**config.mk**
```make
export PLATFORM = sky130hd
export DESIGN_NAME = pc_sequencer
export DESIGN_NICKNAME = d
export VERILOG_FILES = /design/src/rtl/ev22_seq_pkg.sv /design/src/rtl/return_stack.sv /design/src/rtl/pc_sequencer.sv
export SDC_FILE = /design/constraint.sdc
export NUM_CORES = 1
export LEC_CHECK = 0
export ABC_CLOCK_PERIOD_IN_PS = 2800
export CAP_MARGIN = 20
export CORE_ASPECT_RATIO = 0.9
export CORE_UTILIZATION = 45
export CTS_CLUSTER_DIAMETER = 80
export DETAILED_ROUTE_END_ITERATION = 6
export GPL_TIMING_DRIVEN = 0
export PLACE_DENSITY = 0.67
export RECOVER_POWER = 100
export SLEW_MARGIN = 30
export SYNTH_ARGS = -nofsm -noshare
export SYNTH_HDL_FRONTEND = slang
export SYNTH_SLANG_ARGS = --single-unit
export TNS_END_PERCENT = 20
```
**constraint.sdc**
```tcl
create_clock -name clk -period 2.8 [get_ports clk]
set_clock_uncertainty 0.2 [all_clocks]
set_input_delay 0.56 -clock clk [delete_from_list [all_inputs] [get_ports clk]]
set_output_delay 0.56 -clock clk [all_outputs]
set_load 0.005 [all_outputs]
```
**src/rtl/ev22_seq_pkg.sv**
```systemverilog
// rtl/ev22_seq_pkg.sv - shared types and defaults for the program-counter sequencer
package ev22_seq_pkg;

   typedef enum logic [1:0] {
      FETCH = 2'd0,
      WAIT  = 2'd1,
      EXEC  = 2'd2
   } seq_state_t;

   localparam int          TYPE_PC_BIT    = 6;
   localparam int          DEF_PC_W       = 11;
   localparam logic [10:0] DEF_IRQ_VECTOR = 11'h7F0;

endpackage

```
**src/rtl/return_stack.sv**
```systemverilog
// rtl/return_stack.sv - hardware return-address LIFO with same-cycle top-of-stack output
module return_stack #(
   parameter int WIDTH = 11,
   parameter int DEPTH = 4
)(
   input  logic             clk,
   input  logic             nreset,
   input  logic             push,
   input  logic             pop,
   input  logic [WIDTH-1:0] din,
   output logic [WIDTH-1:0] dout,
   output logic             full,
   output logic             empty
);

   localparam int CW = $clog2(DEPTH + 1);

   logic [WIDTH-1:0] mem [DEPTH];
   logic [CW-1:0]    count;

   assign full  = (count == CW'(DEPTH));
   assign empty = (count == '0);

   // Top entry sits at index count-1; a loop avoids an oversized array index.
   always_comb begin
      dout = '0;
      for (int i = 0; i < DEPTH; i++) begin
         if (count == CW'(i + 1)) dout = mem[i];
      end
   end

   always_ff @(posedge clk or negedge nreset) begin
      if (!nreset) begin
         count <= '0;
         for (int i = 0; i < DEPTH; i++) mem[i] <= '0;
      end else if (push && !full) begin
         for (int i = 0; i < DEPTH; i++) begin
            if (count == CW'(i)) mem[i] <= din;
         end
         count <= count + 1'b1;
      end else if (pop && !empty) begin
         count <= count - 1'b1;
      end
   end

endmodule

```
**src/rtl/pc_sequencer.sv**
```systemverilog
// rtl/pc_sequencer.sv - fetch/exec PC sequencer with return stack; PC_SEQ_IRQ_EN enables interrupt entry
module pc_sequencer
   import ev22_seq_pkg::*;
#(
   parameter int              PC_W        = DEF_PC_W,
   parameter int              STACK_DEPTH = 4,
   parameter int              ROM_WAIT    = 1,
   parameter logic [PC_W-1:0] IRQ_VECTOR  = PC_W'(DEF_IRQ_VECTOR)
)(
   input  logic            clk,
   input  logic            nreset,
   input  logic [6:0]      type_i,
   input  logic            cond_i,
   input  logic [PC_W-1:0] target_i,
   input  logic            call_i,
   input  logic            ret_i,
   input  logic            stall_i,
   input  logic            irq_i,
   output logic [PC_W-1:0] pc_o,
   output logic            instr_valid_o,
   output logic            irq_ack_o,
   output logic            stack_err_o
);

   seq_state_t      state;
   logic [3:0]      wait_cnt;
   logic [PC_W-1:0] pc;
   logic [PC_W-1:0] pc_inc;
   logic [PC_W-1:0] pc_next;
   logic [PC_W-1:0] stack_top;
   logic            stack_full;
   logic            stack_empty;
   logic            leave_exec;
   logic            pc_class;
   logic            irq_take;
   logic            push_req;
   logic            pop_req;
   logic            err_set;
   logic            stack_err;
   logic            unused_type;

   assign pc_inc        = pc + 1'b1;
   assign leave_exec    = (state == EXEC) && !stall_i;
   assign pc_class      = type_i[TYPE_PC_BIT] & cond_i;
   assign unused_type   = ^type_i[TYPE_PC_BIT-1:0];
   assign pc_o          = pc;
   assign instr_valid_o = (state == EXEC);
   assign stack_err_o   = stack_err;

`ifdef PC_SEQ_IRQ_EN
   logic ie;
   logic irq_ack;

   // A full stack defers the interrupt; the level request keeps it pending.
   assign irq_take  = irq_i & ie & ~stack_full;
   assign irq_ack_o = irq_ack;

   always_ff @(posedge clk or negedge nreset) begin
      if (!nreset) begin
         ie      <= 1'b1;
         irq_ack <= 1'b0;
      end else begin
         irq_ack <= leave_exec & irq_take;
         if (leave_exec) begin
            if (irq_take)               ie <= 1'b0;
            else if (pc_class && ret_i) ie <= 1'b1;
         end
      end
   end
`else
   logic unused_irq;

   assign unused_irq = irq_i;
   assign irq_take   = 1'b0;
   assign irq_ack_o  = 1'b0;
`endif

   // Next-PC priority: interrupt, return, call, jump, sequential.
   always_comb begin
      push_req = 1'b0;
      pop_req  = 1'b0;
      err_set  = 1'b0;
      pc_next  = pc_inc;
      if (irq_take) begin
         push_req = 1'b1;
         pc_next  = IRQ_VECTOR;
      end else if (pc_class && ret_i) begin
         if (stack_empty) begin
            err_set = 1'b1;
         end else begin
            pop_req = 1'b1;
            pc_next = stack_top;
         end
      end else if (pc_class && call_i) begin
         if (stack_full) err_set  = 1'b1;
         else            push_req = 1'b1;
         pc_next = target_i;
      end else if (pc_class) begin
         pc_next = target_i;
      end
   end

   return_stack #(
      .WIDTH (PC_W),
      .DEPTH (STACK_DEPTH)
   ) u_stack (
      .clk    (clk),
      .nreset (nreset),
      .push   (leave_exec & push_req),
      .pop    (leave_exec & pop_req),
      .din    (pc_inc),
      .dout   (stack_top),
      .full   (stack_full),
      .empty  (stack_empty)
   );

   always_ff @(posedge clk or negedge nreset) begin
      if (!nreset) begin
         state     <= FETCH;
         wait_cnt  <= '0;
         pc        <= '0;
         stack_err <= 1'b0;
      end else begin
         case (state)
            FETCH: begin
               if (ROM_WAIT == 0) begin
                  state <= EXEC;
               end else begin
                  state    <= WAIT;
                  wait_cnt <= 4'(ROM_WAIT - 1);
               end
            end
            WAIT: begin
               if (wait_cnt == '0) state <= EXEC;
               else                wait_cnt <= wait_cnt - 1'b1;
            end
            EXEC: begin
               if (!stall_i) begin
                  state <= FETCH;
                  pc    <= pc_next;
                  if (err_set) stack_err <= 1'b1;
               end
            end
            default: state <= FETCH;
         endcase
      end
   end

endmodule

```
Yosys cells after proc, flatten, opt, wreduce, memory -nomap -nowiden
Cells that the tools add are included.
{"block": "totals", "in_bits": 25, "out_inout_bits": 14, "ff_bits": 65}
{"block": "op_classes", "bitwise": 4, "muxes": 24, "n_reduce_logical": 21, "eq_ne": 9, "n_addsub": 4}
{"operator": "$mux W11", "n": 8}
{"operator": "$reduce_and A2 Y1", "n": 7}
{"operator": "$add A11 B1 Y11 const B", "n": 1}
{"operator": "$mux W1", "n": 9}
{"operator": "$pmux W4 S2", "n": 1}
{"operator": "$eq A3 B2 Y1 const B", "n": 2}
{"operator": "$mux W3", "n": 2}
{"operator": "$ne A2 B2 Y1 const B", "n": 3}
{"operator": "$pmux W2 S3", "n": 1}
{"operator": "$logic_and A1 B1 Y1", "n": 5}
{"operator": "$logic_not A4 Y1", "n": 1}
{"operator": "$mux W2", "n": 2}
{"operator": "$mux W4", "n": 1}
{"operator": "$reduce_bool A2 Y1", "n": 2}
{"operator": "$sub A4 B1 Y4 const B", "n": 1}
{"operator": "$add A3 B1 Y3 const B", "n": 1}
{"operator": "$and A1 B1 Y1", "n": 3}
{"operator": "$eq A3 B1 Y1 const B", "n": 1}
{"operator": "$eq A3 B3 Y1 const B", "n": 1}
{"operator": "$logic_not A1 Y1", "n": 3}
{"operator": "$logic_not A3 Y1", "n": 1}
{"operator": "$reduce_and A3 Y1", "n": 1}
{"operator": "$sub A3 B1 Y3 const B", "n": 1}
{"operator": "$eq A2 B1 Y1 const B", "n": 1}
{"operator": "3 further kinds", "n": 3}

Logic depth before layout (Yosys ltp)
Gate-level depths: netlist (run 1).
{"block": "depth", "ltp_word": 7, "depth_mapped": 9, "depth_no_buf": 6}

Hierarchy
A second synthesis (run 1) with hierarchy kept.
{"block": "hier_totals", "hier_cells": 317, "hier_area_um2": 3637.2}
{"mod": "return_stack", "area_per_inst_um2": 2448.6, "cells_per_inst": 184, "n_inst": 1, "seq_area_each_um2": 1176.1}
{"mod": "pc_sequencer", "area_per_inst_um2": 1188.6, "cells_per_inst": 133, "n_inst": 1, "seq_area_each_um2": 450.4}

Worst setup path after synthesis (run 1)
Ideal clock, no wire load.
{"block": "synth_timing", "kind": "reg2reg", "start": "register u_stack.count[2]", "end": "register pc[8] (netlist: pc_o[8])", "t_arrival_ns": 1.789, "period_less_slack_ns": 2.055, "setup_slack_ns": 0.745, "t_required_ns": 2.534, "stages_incl_launch_ff": 10, "cell_sequence": "dfrtp_1 -> buf_2 -> inv_1 -> ha_1 -> buf_2 -> or2_1 -> clkbuf_1 -> a221o_1 -> a31oi_1 -> a221o_1"}
{"block": "synth_between", "elab_chain_len": 7}
{"element": "start, declared", "line": "return_stack.sv:19", "source": "logic [CW-1:0] count;"}
{"element": "start signal, assigned", "line": "return_stack.sv:40", "source": "count <= count + 1'b1;"}
{"element": "start signal, assigned", "line": "return_stack.sv:42", "source": "count <= count - 1'b1;"}
{"element": "$eq A3 B1 Y1", "line": "return_stack.sv:28", "source": "if (count == CW'(i + 1)) dout = mem[i];"}
{"element": "$mux W11 (4 in series)", "line": "return_stack.sv:28"}
{"element": "$mux W11 (*)", "line": "pc_sequencer.sv:88", "source": "if (stack_empty) begin"}
{"element": "$mux W11 (*)", "line": "pc_sequencer.sv:87", "source": "end else if (pc_class && ret_i) begin"}
{"element": "end signal, assigned", "line": "pc_sequencer.sv:140", "source": "pc <= pc_next;"}
{"element": "end, declared", "line": "pc_sequencer.sv:27", "source": "logic [PC_W-1:0] pc;"}
Every way passes the cells marked *; elsewhere a longest branch is shown, timed or not.
A chain may end at the register's enable or synchronous reset.

Worst setup path after layout (run 1)
{"block": "layout_timing", "start": "input stall_i", "end": "register pc[7] (netlist: pc_o[7])"}
{"block": "layout_between", "elab_chain_len": 2}
{"element": "start, declared", "line": "pc_sequencer.sv:17", "source": "input logic stall_i,"}
{"element": "$not A1 Y1 (no source line)"}
{"element": "$reduce_and A2 Y1 (no source line)"}
No other way between the ends.

==> impl_metrics.ini, run 1 <==
[place]
dpl_cell_area_um2 = 4150
dp_slack_ns = 0.0181
io_buffers = 30
place.gp.congestion = 0.884
hpwlAfterDp_mm = 7.62

[sta]
fmax_mhz = 379
setup_viol = 0
fin_crit_ns = 2.64
worst_pin_slew_ns = 0.948
rsz0062_at_grt = no
final.setup.worst_slack_ns = 0.160
slew_headroom_pct = 36.8
min_period_over_period_pct = 94.3
tns_ns = 0
drv_slew = 0
fin_hold_ws_ns = 0.285
finalHoldViolCount = 0

[layout]
utilization_pct = 54.0
diodes = 0
final_layout_size_suffix_gt1_share_pct = 10.5
syn_to_final_growth_pct = 16.8
stdcell_area_um2 = 4330
regArea_um2 = 1630
fin_nets = 494
multi_input_area_um2 = 1870
fillCellCount = 747

[worst_setup_path]
crit_family = buffers and inverters
cp_common_cell = clkbuf_2
path_class = in -> reg
crit_chain = clkdlybuf4s50_1, nor3b_2, clkbuf_2, clkbuf_2, a21bo_2, o221ai_1
crit_slowest_cell = nor3b_2
critical_path_arrival_ns = 2.65
critical_path_required_ns = 2.81
rr_startpoint = u_stack.count[2]
critPathLaunchType = primary input
slowest_delay_ns = 0.61
cp_max_fo = 10
r2r_slack_ns = 0.18
cp-startpoint = stall_i
path_buf_inv = 3
critical_path.endpoint_type = register

[synthesis]
netlist_area_um2 = 3710
syn-num-nets = 451
synth_common_cells = nand2_1, dfrtp_1, o21ai_0
synth.most_common_cell = nand2_1
synth_enable_flop_cells = 0
ys_types = 67
synth.largest_area_cell = dfrtp_1
yosysWarnings = 0
ys_seq_area_share_pct = 43.9
synth_area_per_cell_um2 = 8.87
synthFlopType = dfrtp_1
synthArstFlopShare_pct = 100
ys_seq_elements = 65
synthCells = 418
synth_area_leaders = dfrtp_1, nand2_1, o21ai_0
synth_top_area_share_pct = 43.9

[die]
die_w_um = 97.7
rows = 31
initial_core_util_pct = 46.2
die_h_um = 88.1
design.die.area_um2 = 8610
core_um2 = 8030
num_io_pins = 39

[grt]
overflow = 0
gr-usage-met2_pct = 40.9
grt_pass1_vias = 3176
grt_max_degree = 40
antenna_found_initial = 0
grt.total_usage_pct = 25.8
grt_pass1_wl_mm = 16.7
grt_busiest_layer = met2
use_met3_pct = 6.23
use_met1_pct = 35.0

[clocking]
post-cts-setup-buffers = 0
clock-root-buffer = clkbuf_8
cts_buffer_depth = 2
ctsResizeCount = 0
clock-sinks = 65
cts_buffers = 9
cts_hold_buf = 1
htreeDepth = 3
clock_latency_ns = 0.35
cts_tree = done
cts.clk_slew.worst_paths_ns = 0.07

[drt]
drc = 6
drtAntennaViolNets = 0
viasPerCell = 6.07
drt_pass1_iterations = 7
vias = 3431
wirelength_mm = 10.7
drt_iter0_drc = 223
route.detailed.wl_per_inst_um = 18.9

[flow_run]
cap_viol_max_count = 0

[min_path]
hp-class = reg -> reg
min_from = u_stack.mem[43]

[power_and_ir_drop]
ir_worst_vdd_uv = 448
leakagePower_uw = 0.00182
power_density_nw_per_um2 = 723

[status]
status = complete, but fails checks
violations = DRC
==> cells by family (layout without fill, tap and decap cells) <==
kind of cell               after synthesis  in the layout  share of synthesized area, %
xor gates and xnor gates                 9              9                          2.13
AOI/OAI and AO/OA                      123            123                          22.0
DFF                                     65             65                          43.9
muxes                                    9              9                          2.63
buffers and inverters                   45             93                          5.40
and+or+nand+nor                        158            158                          21.1
adders and majority gates                8              8                          2.70
other                                    1              1                         0.101
==> final timing paths <==
check | depth (start not counted) | endpoint
max in group asynchronous | 3 | u_stack.mem[41]
worst min register to register | 2 | u_stack.mem[43]
worst max register to register | 9 | pc_o[7]
min in group asynchronous | 2 | u_stack.mem[20]
worst max-delay path | 6 | pc_o[7]
worst min-delay path | 2 | u_stack.mem[43]
==> per-layer routing <==
layer | vias up | routed length, um
met5 | - | 0
met4 | 0 | 196
met3 | 18 | 620
met2 | 123 | 4950
met1 | 1705 | 4910
li1 | 1585 | -
==> cell usage in the layout (no fill, tap or decap), drive strengths merged, types with 5 or more instances in the layout <==
master          n
nand2          85
nor3           13
mux2            6
dfrtp          65
nand3           9
a221oi          6
o21ai          54
nand3b          9
nand4           7
a21oi          15
o211ai          6
clkdlybuf4s50  15
a31oi           5
inv            10
clkbuf         39
xnor2           6
dlygate4sd3    15
buf            11
ha              8
o221ai          5
nor2           16
==> power by group <==
group | total (uW) | switching, uW | internal, uW
sequential | 1160 | 113 | 1040
clock | 850 | 366 | 484
combinational | 1120 | 703 | 422
==> worst reg2reg max path, cell delays in order (launching register included) <==
cell      delay (ns)
dfrtp_1         0.35
buf_2           0.21
inv_1           0.11
ha_1            0.21
clkbuf_2        0.18
or2_1           0.23
clkbuf_1        0.23
a221oi_1        0.46
nor3_1          0.12
o221ai_1        0.21
==> sequential cells by signal (all words and copies together), names as in the netlist <==
signal / flops
u_stack.mem: 44
state: 2
u_stack.count: 3
pc_o: 11
stack_err_o: 1
wait_cnt: 4
==> per-stage QoR <==
stage,std cells,power [uW]
CTS,565,3170
global route,565,3300
global placement,547,2300
floorplan,418,1860
finish,565,3130
detailed placement,548,2320
==> layout make-up <==
cell class	count	area share, %
Multi-Input combinational cell	308	43.1
Sequential cell	65	37.6
Timing Repair Buffer	32	7.16
Clock buffer	14	3.99
Buffer	34	3.58
Tap cell	99	2.86
Inverter	11	0.953
Clock inverter	2	0.809
Note: power is estimated with default switching activity, not from simulation.
==> run 2, diff against run 1 <==
Settings changed: CORE_UTILIZATION 45 to 30, PLACE_DENSITY 0.67 to 0.49, SETUP_SLACK_MARGIN from default to 0.2.
==> impl_metrics.ini, run 2 (same netlist as run 1, synthesis figures left out) <==
[status]
status = completed

[drt]
drc = 0
vias = 3333
drt_iter0_drc = 356
route.detailed.wl_per_inst_um = 17.9
viasPerCell = 5.32
drtAntennaViolNets = 0
wirelength_mm = 11.2
drt_pass1_iterations = 5

[power_and_ir_drop]
p_seq_share_pct = 33.6
combPwrFrac_pct = 32.8
leakagePower_uw = 0.00188
power_density_nw_per_um2 = 761
p_int_uw = 2240
switchingPower_uw = 1220
clockPowerShare_pct = 33.5
p_sw_share_pct = 35.3
ir_worst_vdd_uv = 349

[die]
die_h_um = 107
initial_core_util_pct = 30.8
design.die.area_um2 = 12800
die_w_um = 119
core_um2 = 12000
num_io_pins = 39
rows = 38

[flow_run]
cap_viol_max_count = 0

[sta]
fin_crit_ns = 2.61
worst_pin_slew_ns = 1.38
slew_headroom_pct = 8.21
drv_slew = 0
tns_ns = 0
rsz0062_at_grt = yes
finalHoldViolCount = 0
fmax_mhz = 384
setup_viol = 0
min_period_over_period_pct = 93.1

[grt]
grt_pass1_wl_mm = 18.1
grt_max_degree = 44
overflow = 0
antenna_found_initial = 0
grt_pass1_vias = 3338
grt.total_usage_pct = 18.9

[layout]
top_register = u_stack.mem
final_layout_size_suffix_gt1_share_pct = 10.7
stdcell_area_um2 = 4540
mostFrequentLayoutCells = nand2_1, dfrtp_1, o21ai_0, clkbuf_1, clkdlybuf4s50_1
diodes = 0
fin_nets = 494
layout_commonest_cell = nand2_1
largest_register_ffs = 44
instances_no_fill = 626
syn_to_final_growth_pct = 22.4

[place]
io_buffers = 30
hpwlAfterDp_mm = 8.18
dp.cells = 609
dpl_cell_area_um2 = 4230
place.gp.congestion = 0.819

[worst_setup_path]
critical_path_required_ns = 2.80
critical_path.endpoint_type = register
crit_chain = clkdlybuf4s50_1, nor3b_2, buf_4, nand2_1, o311ai_1
slowest_delay_ns = 0.64
critical_path_arrival_ns = 2.60
cp_max_fo = 10
critPathLaunchType = primary input
crit_slowest_cell = nor3b_2
path_class = in -> reg

[clocking]
clock-sinks = 65
cts_buffer_depth = 2
htreeDepth = 3
post-cts-setup-buffers = 0
cts.clk_slew.worst_paths_ns = 0.05
cts_buffers = 9
clock-root-buffer = clkbuf_16
cts_tree = done
clock_latency_ns = 0.33

[min_path]
hp-class = reg -> reg
-- run 2: final timing paths --
check / startpoint / end / slack (ns) / depth (start not counted)
min in group asynchronous: nreset / u_stack.mem[26] / 0.88 / 2
setup reg to reg: u_stack.count[2] / pc_o[8] / 0.33 / 9
hold / removal: u_stack.mem[11] / u_stack.mem[11] / 0.28 / 2
hold reg to reg: u_stack.mem[11] / u_stack.mem[11] / 0.28 / 2
max in group asynchronous: nreset / u_stack.mem[14] / 0.67 / 3
setup / recovery: stall_i / pc_o[4] / 0.19 / 5
-- run 2: worst max-delay path, delay by kind of cell --
kind	cells	cell delay, ns
compound gates	1	0.43
buf+inv	2	0.79
simple gates	2	0.81
-- run 2: layer usage --
| layer | wire length, um | vias to the layer above | global-route usage [%] | part of all wire [%] |
|---|---|---|---|---|
| li1 | - | 1585 | - | - |
| met1 | 5280 | 1627 | 25.5 | 47 |
| met2 | 5120 | 104 | 29.4 | 46 |
| met3 | 548 | 17 | 4.08 | 4.9 |
| met4 | 256 | 0 | 7.59 | 2.3 |
| met5 | 0 | - | 0 | 0 |
-- run 2: power by group through the flow --
stage          registers (uW)  logic (uW)  clock network (uW)
3_5_place_dp             1180        1160                   0
3_3_place_gp             1180        1150                   0
4_1_cts                  1170        1170                1180
6_report                 1160        1130                1160
2_1_floorplan            1160         701                   0
5_1_grt                  1180        1250                1220
-- run 2: metrics by stage --
stage	util, %	setup slack (ns)	power (uW)	hold slack (ns)
finish	37.7	0.194	3450	0.276
CTS	37.8	0.267	3510	0.280
global route	37.7	0.113	3650	0.293
floorplan	-	0.745	1860	0.0644
detailed placement	35.2	-0.0653	2340	0.265
global placement	35.0	-1.38	2330	0.254
-- run 2: cell type report --
type	instances	area, um^2
Fill cell	1238	7490
Multi-Input combinational cell	308	1870
Sequential cell	65	1630
Timing Repair Buffer	32	332
Clock buffer	14	274
Tap cell	160	200
Buffer	34	160
Inverter	11	41.3
Clock inverter	2	35.0
-- run 2: what timing repair did --
item,4_1_cts,5_1_grt
endpoints found under the setup margin,0,14
gates resized for setup,0,3
hold buffers,1,0
hold endpoints to repair,22,0
==> run 3, diff against run 2 <==
Settings changed: ABC_CLOCK_PERIOD_IN_PS 2800 to 3380.
Clock period 2.8 ns to 3.38 ns, I/O delays scaled along.
==> impl_metrics.ini, run 3 (same netlist as run 1, synthesis figures left out) <==
[power_and_ir_drop]
ir_worst_vdd_uv = 294
clockPowerShare_pct = 33.6
p_seq_share_pct = 33.7
leakagePower_uw = 0.00186
p_sw_share_pct = 35.4
p_int_uw = 1850
combPwrFrac_pct = 32.6
switchingPower_uw = 1010
power_density_nw_per_um2 = 636

[worst_setup_path]
path_class = in -> reg
crit_chain = clkdlybuf4s50_1, nor3b_4, clkbuf_1, nand2_1, o311ai_1
cp_max_fo = 10
critPathLaunchType = primary input
slowest_delay_ns = 0.52
critical_path.endpoint_type = register
critical_path_required_ns = 3.38
critical_path_arrival_ns = 2.88
crit_slowest_cell = clkbuf_1

[place]
io_buffers = 30
hpwlAfterDp_mm = 8.18
place.gp.congestion = 0.819
dp.cells = 609
dp_slack_ns = 0.399

[clocking]
cts_hold_buf = 0
clock_latency_ns = 0.34
clock-sinks = 65
cts.clk_slew.worst_paths_ns = 0.05
cts_buffers = 9
cts_buffer_depth = 2
ctsResizeCount = 0
post-cts-setup-buffers = 0
clock-root-buffer = clkbuf_16
cts_tree = done
htreeDepth = 3

[sta]
rsz0062_at_grt = no
tns_ns = 0
fin_crit_ns = 2.89
drv_slew = 0
setup_viol = 0
min_period_over_period_pct = 85.4
finalHoldViolCount = 0
slew_headroom_pct = 20.0
final.setup.worst_slack_ns = 0.493
fmax_mhz = 346
worst_pin_slew_ns = 1.20

[grt]
grt_pass1_vias = 3335
overflow = 0
antenna_found_initial = 0
grt_max_degree = 44
grt.total_usage_pct = 18.9
grt_pass1_wl_mm = 18.1

[die]
initial_core_util_pct = 30.8
die_h_um = 107
num_io_pins = 39
rows = 38
die_w_um = 119
core_um2 = 12000
design.die.area_um2 = 12800

[layout]
layout_commonest_cell = nand2_1
fillCellCount = 1243
final_layout_size_suffix_gt1_share_pct = 9.89
top_register = u_stack.mem
largest_register_ffs = 44
diodes = 0
fin_nets = 493
syn_to_final_growth_pct = 21.3
mostFrequentLayoutCells = nand2_1, dfrtp_1, o21ai_0, clkbuf_1
instances_no_fill = 625

[drt]
drt_pass1_iterations = 5
vias = 3315
drtAntennaViolNets = 0
route.detailed.wl_per_inst_um = 17.9
drc = 0
wirelength_mm = 11.2
drt_iter0_drc = 395
viasPerCell = 5.30

[flow_run]
cap_viol_max_count = 0

[status]
status = completed

[min_path]
hp-class = reg -> reg
-- run 3: final timing paths --
path                                   from               to  slack [ns]  cells after the start
max                                 stall_i          pc_o[4]        0.49                      5
min                         u_stack.mem[11]  u_stack.mem[11]        0.28                      2
max reg2reg                u_stack.count[2]          pc_o[7]        0.63                      9
min reg2reg                 u_stack.mem[11]  u_stack.mem[11]        0.28                      2
max in group asynchronous            nreset  u_stack.mem[14]        0.86                      2
min in group asynchronous            nreset  u_stack.mem[26]        0.37                      1
-- run 3: routing by layer --
metal | share of wire, % | GRT usage [%] | vias to the layer above
li1 | - | - | 1579
met1 | 47 | 25.5 | 1607
met2 | 45 | 29.4 | 111
met3 | 5.3 | 4.08 | 18
met4 | 2.5 | 7.59 | 0
met5 | 0 | 0 | -
-- run 3: final cells by class --
| class | count | area (um^2) | share of cell area [%] |
|---|---|---|---|
| flip-flops and latches | 65 | 1630 | 36.2 |
| plain buffers | 34 | 154 | 3.42 |
| clock buffers | 14 | 274 | 6.09 |
| repair buffers | 31 | 299 | 6.65 |
| clock inverters | 2 | 35.0 | 0.779 |
| inverters | 11 | 41.3 | 0.918 |
| multi-input cells | 308 | 1870 | 41.5 |
| well taps | 160 | 200 | 4.45 |
-- run 3: power groups by stage --
| stage | clock, uW | combinational [uW] | sequential (uW) |
|---|---|---|---|
| after global routing | 1010 | 1030 | 979 |
| after detailed placement | 0 | 961 | 980 |
| after CTS | 978 | 965 | 968 |
| after global placement | 0 | 956 | 978 |
| after floorplan | 0 | 581 | 962 |
| final | 961 | 933 | 965 |
-- run 3: metrics by stage --
stage | power, uW | instance area [um^2] | hold WS, ns | utilization, %
floorplan | 1540 | 3710 | 0.180 | -
global placement | 1930 | 4210 | 0.254 | 35.0
detailed placement | 1940 | 4230 | 0.265 | 35.2
CTS | 2910 | 4540 | 0.0463 | 37.8
global route | 3020 | 4500 | 0.293 | 37.4
finish | 2860 | 4500 | 0.277 | 37.4
-- run 3: critical path: cells and delay by family --
family / cells / cell delay (ns)
buffers and inverters: 2 / 1.01
and+or+nand+nor: 2 / 0.76
AOI/OAI and AO/OA: 1 / 0.44
